--- config.mk ---
export PLATFORM = sky130hd
export DESIGN_NAME = shift_add_mult_ctrl_flat
export DESIGN_NICKNAME = d
export VERILOG_FILES = /design/src/rtl/shift_add_mult_ctrl_pkg.sv /design/src/rtl/shift_add_mult_ctrl_if.sv /design/src/rtl/shift_add_mult_ctrl_iter_counter.sv /design/src/rtl/shift_add_mult_ctrl.sv /design/src/flat_wrapper.sv
export SDC_FILE = /design/constraint.sdc
export NUM_CORES = 1
export LEC_CHECK = 0
export BUFFER_PORTS_ARGS = -buffer_cell sky130_fd_sc_hd__buf_2
export CELL_PAD_IN_SITES_DETAIL_PLACEMENT = 0
export CELL_PAD_IN_SITES_GLOBAL_PLACEMENT = 2
export CORE_MARGIN = 2
export CORE_UTILIZATION = 40
export CTS_BUF_LIST = sky130_fd_sc_hd__clkbuf_8
export CTS_CLUSTER_SIZE = 10
export DETAILED_ROUTE_END_ITERATION = 8
export GPL_TIMING_DRIVEN = 0
export PLACE_DENSITY = 0.95
export SYNTH_ARGS = -nofsm -noshare
export SYNTH_HDL_FRONTEND = slang
export SYNTH_SLANG_ARGS = --single-unit
--- constraint.sdc ---
create_clock -name clk -period 2.81 [get_ports clk]
set_input_delay 0.562 -clock clk [delete_from_list [all_inputs] [get_ports clk]]
set_output_delay 0.562 -clock clk [all_outputs]
set_load 0.005 [all_outputs]
--- src/rtl/shift_add_mult_ctrl_pkg.sv ---
// Shared constants for the shift-add multiplier: state encoding, default width,
// and the iteration-counter width helper.
package shift_add_mult_ctrl_pkg;

   localparam int DEF_WIDTH = 4;

   typedef enum logic [1:0] {
      ST_IDLE = 2'b00,
      ST_CALC = 2'b01,
      ST_DONE = 2'b10
   } state_e;

   // A 1-bit operand still needs a 1-bit counter.
   function automatic int cnt_width(input int width);
      return (width > 1) ? $clog2(width) : 1;
   endfunction

endpackage

--- src/rtl/shift_add_mult_ctrl_if.sv ---
// Start/done handshake plus operand and product buses of the shift-add multiplier.
interface shift_add_mult_ctrl_if
   import shift_add_mult_ctrl_pkg::*;
#(
   parameter int WIDTH = DEF_WIDTH
);
   logic                 start;
   logic [WIDTH-1:0]     a;
   logic [WIDTH-1:0]     b;
   logic                 busy;
   logic                 done;
   logic [2*WIDTH-1:0]   product;

   modport master (output start, a, b, input busy, done, product);
   modport slave  (input start, a, b, output busy, done, product);
endinterface

--- src/rtl/shift_add_mult_ctrl_iter_counter.sv ---
// Iteration counter: cleared when an operation is accepted, counts CALC cycles,
// flags the last iteration.
module mult_iter_counter
   import shift_add_mult_ctrl_pkg::*;
#(
   parameter int WIDTH = DEF_WIDTH
) (
   input  logic clk,
   input  logic clr,
   input  logic clear,
   input  logic inc,
   output logic tc
);
   localparam int CW = cnt_width(WIDTH);

   logic [CW-1:0] cnt_q, cnt_d;

   always_comb begin
      cnt_d = cnt_q;
      if (clear)
         cnt_d = '0;
      else if (inc)
         cnt_d = cnt_q + CW'(1);
   end

   always_ff @(posedge clk or posedge clr) begin
      if (clr) cnt_q <= '0;
      else     cnt_q <= cnt_d;
   end

   assign tc = (cnt_q == CW'(WIDTH - 1));
endmodule

--- src/rtl/shift_add_mult_ctrl.sv ---
// Sequential shift-add multiplier: one add/shift iteration per clock, WIDTH
// iterations per product, start/done handshake with a one-cycle done pulse.
module shift_add_mult_ctrl
   import shift_add_mult_ctrl_pkg::*;
#(
   parameter int WIDTH = DEF_WIDTH
) (
   input  logic                 clk,
   input  logic                 clr,
   shift_add_mult_ctrl_if.slave bus
);
   localparam int PW = 2 * WIDTH;

   state_e             state_q, state_d;
   logic               busy_q, busy_d;
   logic               done_q, done_d;
   logic [WIDTH-1:0]   mcand_q, mcand_d;
   logic [WIDTH-1:0]   mplier_q, mplier_d;
   logic [WIDTH:0]     acc_q, acc_d;
   logic [PW-1:0]      product_q, product_d;

   logic               accept, inc, tc;
   logic [WIDTH:0]     sum;
   logic [PW:0]        shifted;

   mult_iter_counter #(.WIDTH(WIDTH)) u_cnt (
      .clk   (clk),
      .clr   (clr),
      .clear (accept),
      .inc   (inc),
      .tc    (tc)
   );

   // acc is one bit wider than the operand so the adder carry survives the shift.
   always_comb begin
      sum     = acc_q + (mplier_q[0] ? {1'b0, mcand_q} : '0);
      shifted = {sum, mplier_q} >> 1;

      state_d   = state_q;
      busy_d    = busy_q;
      done_d    = 1'b0;
      mcand_d   = mcand_q;
      mplier_d  = mplier_q;
      acc_d     = acc_q;
      product_d = product_q;
      accept    = 1'b0;
      inc       = 1'b0;

      case (state_q)
         ST_IDLE: begin
            busy_d = 1'b0;
            if (bus.start) begin
               accept   = 1'b1;
               mcand_d  = bus.a;
               mplier_d = bus.b;
               acc_d    = '0;
               busy_d   = 1'b1;
               state_d  = ST_CALC;
            end
         end
         ST_CALC: begin
            inc      = 1'b1;
            acc_d    = shifted[PW:WIDTH];
            mplier_d = shifted[WIDTH-1:0];
            if (tc) begin
               product_d = shifted[PW-1:0];
               done_d    = 1'b1;
               state_d   = ST_DONE;
            end
         end
         ST_DONE: begin
            busy_d  = 1'b0;
            state_d = ST_IDLE;
         end
         default: begin
            busy_d  = 1'b0;
            state_d = ST_IDLE;
         end
      endcase
   end

   always_ff @(posedge clk or posedge clr) begin
      if (clr) begin
         state_q   <= ST_IDLE;
         busy_q    <= 1'b0;
         done_q    <= 1'b0;
         mcand_q   <= '0;
         mplier_q  <= '0;
         acc_q     <= '0;
         product_q <= '0;
      end else begin
         state_q   <= state_d;
         busy_q    <= busy_d;
         done_q    <= done_d;
         mcand_q   <= mcand_d;
         mplier_q  <= mplier_d;
         acc_q     <= acc_d;
         product_q <= product_d;
      end
   end

   assign bus.busy    = busy_q;
   assign bus.done    = done_q;
   assign bus.product = product_q;
endmodule

--- src/flat_wrapper.sv ---
// flat-port wrapper written by rule: the top's interface ports become plain ports
module shift_add_mult_ctrl_flat import shift_add_mult_ctrl_pkg::*;
#(
   parameter int WIDTH = DEF_WIDTH
)
  (clk, clr, bus_start, bus_a, bus_b, bus_busy, bus_done, bus_product);
  shift_add_mult_ctrl_if #(.WIDTH(WIDTH)) bus_i ();
  input  logic clk;
  input  logic clr;
  input wire logic [$bits(bus_i.start)-1:0] bus_start;
  input wire logic [$bits(bus_i.a)-1:0] bus_a;
  input wire logic [$bits(bus_i.b)-1:0] bus_b;
  output wire logic [$bits(bus_i.busy)-1:0] bus_busy;
  output wire logic [$bits(bus_i.done)-1:0] bus_done;
  output wire logic [$bits(bus_i.product)-1:0] bus_product;
  assign bus_i.start = bus_start;
  assign bus_i.a = bus_a;
  assign bus_i.b = bus_b;
  assign bus_busy = bus_i.busy;
  assign bus_done = bus_i.done;
  assign bus_product = bus_i.product;
  shift_add_mult_ctrl #(.WIDTH(WIDTH)) u_core (.clk(clk), .clr(clr), .bus(bus_i));
endmodule
==> results.md <==
- Starting Density: 0.427
- Synth warn: 0
- Final net count: 144
- Pleak: 0.722 nW
- Grt total ovfl: 0
- Share of post-route cells with drive strength above 1: 0.312
- Pin count of the biggest net entering global routing: 27
- Vias in the first global route: 809
- Die width: 58.5 um
- Status: complete, no violations
- Min cycle time layout: 1.72 ns
- Inserted Clock Buffers: 3
- Worst rel slew slack: 0.362
- Sequential fraction of the synthesis area: 0.548
- R2R Setup Slk: 1.09 ns
- Clk buf depth: 2
- Placer congestion estimate: 0.729
- CTS tree: done
- Cell area power density: 1000 mW/mm^2
- Setup crit start kind: flip-flop
- H-Tree Level Count: 1
- Flop pwr share: 0.457
- Placed cell count: 153
- Setup-failing EPs final: 0
- Critical path type: reg -> reg
- Latest clock arrival within the worst-skew pair: 0.26 ns
- Row count: 19
- Post-synth ARST share: 1.00
- Yosys cell types: 26
- Fmax: 0.580 GHz
- Number of enable flip-flop cells after synthesis: 0
- All-Layer GR Usage: 0.141
- Synth top cells by count: dfrtp_1 (26), nand2_1 (13), o21ai_0 (11)
- RSZ-0062 raised after global routing: false
- Utilization after layout: 0.492
- Clock Power Share: 0.148
- Diode count: 0
- Top cells by area, synth: dfrtp_1 (55%), mux2_2 (5.7%), ha_1 (5.3%), o21ai_0 (4.6%), nand2_1 (4.1%)
- VDD IR max: 0.656 mV
- Synthesized flop and latch total: 26
- Final WL: 2050 um
- Io pins: 21
- Syn avg cell area: 11.6 um^2
- Synthesized area: 0.00119 mm^2
- Detailed Place HPWL: 1550 um
- Combinational Power Share: 0.395
- First-pass GRT wire length: 3640 um
- Number of clock sinks: 26
- Internal Dissipation: 0.897 mW
- Count leader, synth: dfrtp_1
- Hold_buf cts: 0
- Max Cap Viol: 0
- TritonRoute pass-1 iters: 3
- Area of the die: 0.00342 mm^2
- IO buf count: 20
- Setup WS pre-CTS: 1.10 ns
- Largest area contributor in the netlist: dfrtp_1
- Hold WS: 0.480 ns
- Design Area, Final: 0.00137 mm^2
- Drt drc: 0
- Area delta synth->final: 15.2%
- Slew Viols, Final: 0
- Post-synth top flop: dfrtp_1
- CTS Root Cell: clkbuf_8
- Worst hold path type: reg -> reg
- CP required: 2.97 ns
- Core ar.: 0.00278 mm^2
- WL/cell: 13.2 um
- Setup WS post-layout: 1.09 ns
- Crit-path max FO: 5
- Post-CTS setup buffers: 0
- Crit path DAT: 1.88 ns
- Drt first-iter violations: 5
- Filler cells: 267
- Die height: 58.5 um
- Clock slew at reported path FFs: 0.08 ns
- Post-Synthesis Cells: 102
- CTS resizes: 0
- DR vias/cell: 5.00
- Antenna Violating Nets Remaining: 0
- Final worst path period share: 0.614
- Setup_tns: 0 ns
- Total power: 1.37 mW
- Vias: 780
- Net switching power: 0.473 mW
- Synth top area share: 0.548
- Fin cells: 156
- Antenna violations before repair: 0
- Placed Area: 0.00133 mm^2
- Post-synth net total: 119
- Worst slew pin tran: 0.956 ns
- CP endpoint kind: flip-flop
- Final hold violations: 0
- Switching Share: 0.345
- Fin Clk Skew: 0.00327 ns
area by class of cell:
| type | count | area, um^2 | area share |
|---|---|---|---|
| well taps | 31 | 38.8 | 0.0284 |
| clock buffers | 3 | 41.3 | 0.0302 |
| flip-flops and latches | 26 | 651 | 0.476 |
| repair buffers | 20 | 100 | 0.0732 |
| inverters | 7 | 28.8 | 0.0210 |
| plain buffers | 2 | 12.5 | 0.00915 |
| multi-input cells | 67 | 495 | 0.362 |
power by group through the flow:
stage	sequential, mW	combinational (mW)	clock, mW
CTS	0.629	0.553	0.210
finish	0.626	0.540	0.203
global placement	0.630	0.531	0
floorplan	0.620	0.395	0
detailed placement	0.637	0.549	0
global route	0.651	0.614	0.232
cells by family (layout without fill, tap and decap cells):
kind of cell | Yosys count | after routing | share of synthesized area
AND/OR/NAND/NOR | 27 | 27 | 0.130
flip-flops | 26 | 26 | 0.548
AO/OA/AOI/OAI | 23 | 23 | 0.109
multiplexers | 9 | 9 | 0.0948
buffers and inverters | 9 | 32 | 0.0348
adder cells (fa/ha/maj) | 6 | 6 | 0.0695
XOR/XNOR | 2 | 2 | 0.0148
layer usage:
layer / track usage / vias up / part of all wire
met5: 0 / - / 0
met4: 0.0598 / 0 / 0.0063
met3: 0.0198 / 2 / 0.035
met2: 0.228 / 13 / 0.47
met1: 0.191 / 373 / 0.49
li1: - / 392 / -
critical path, cell delays in order, from the launching register on:
cell and delay (ns):
dfrtp_1 0.42, and2_1 0.19, ha_1 0.19, inv_1 0.07, fa_1 0.20, nor2b_1 0.06
o21ai_1 0.12, nand2b_1 0.11, mux2_4 0.26
placed cells by master, fill, tap and decap left out:
cell / netlist / final
a21o_1: 1 / 1
a21oi_1: 7 / 7
a22o_1: 1 / 1
a22o_2: 1 / 1
and2_1: 3 / 3
and3b_1: 3 / 3
buf_2: 1 / 21
buf_4: 1 / 1
clkbuf_8: 0 / 3
dfrtp_1: 26 / 26
fa_1: 1 / 1
ha_1: 5 / 5
inv_1: 6 / 6
inv_4: 1 / 1
mux2_2: 6 / 6
mux2_4: 3 / 3
nand2_1: 13 / 13
nand2_4: 1 / 1
nand2b_1: 2 / 2
nand2b_2: 1 / 1
nor2_1: 2 / 2
nor2b_1: 1 / 1
nor2b_4: 1 / 1
o21ai_0: 11 / 11
o21ai_1: 1 / 1
o21bai_1: 1 / 1
xor2_1: 2 / 2
flip-flops by register name, indices dropped and copies added (netlist names):
name                flops
u_core.u_cnt.cnt_q      2
u_core.bus.product      8
u_core.acc_q            4
u_core.state_q          2
u_core.mplier_q         4
u_core.mcand_q          4
u_core.bus.done         1
u_core.bus.busy         1
final timing paths:
check | to | depth (start not counted) | from
worst max-delay path | u_core.bus.product[7] | 8 | u_core.mplier_q[0]
worst min-delay path | u_core.bus.product[6] | 2 | u_core.bus.product[6]
worst max register to register | u_core.bus.product[7] | 8 | u_core.mplier_q[0]
worst min register to register | u_core.bus.product[6] | 2 | u_core.bus.product[6]
max in group asynchronous | u_core.mplier_q[2] | 2 | clr
min in group asynchronous | u_core.state_q[1] | 2 | clr
(Power assumes the default switching activity.)
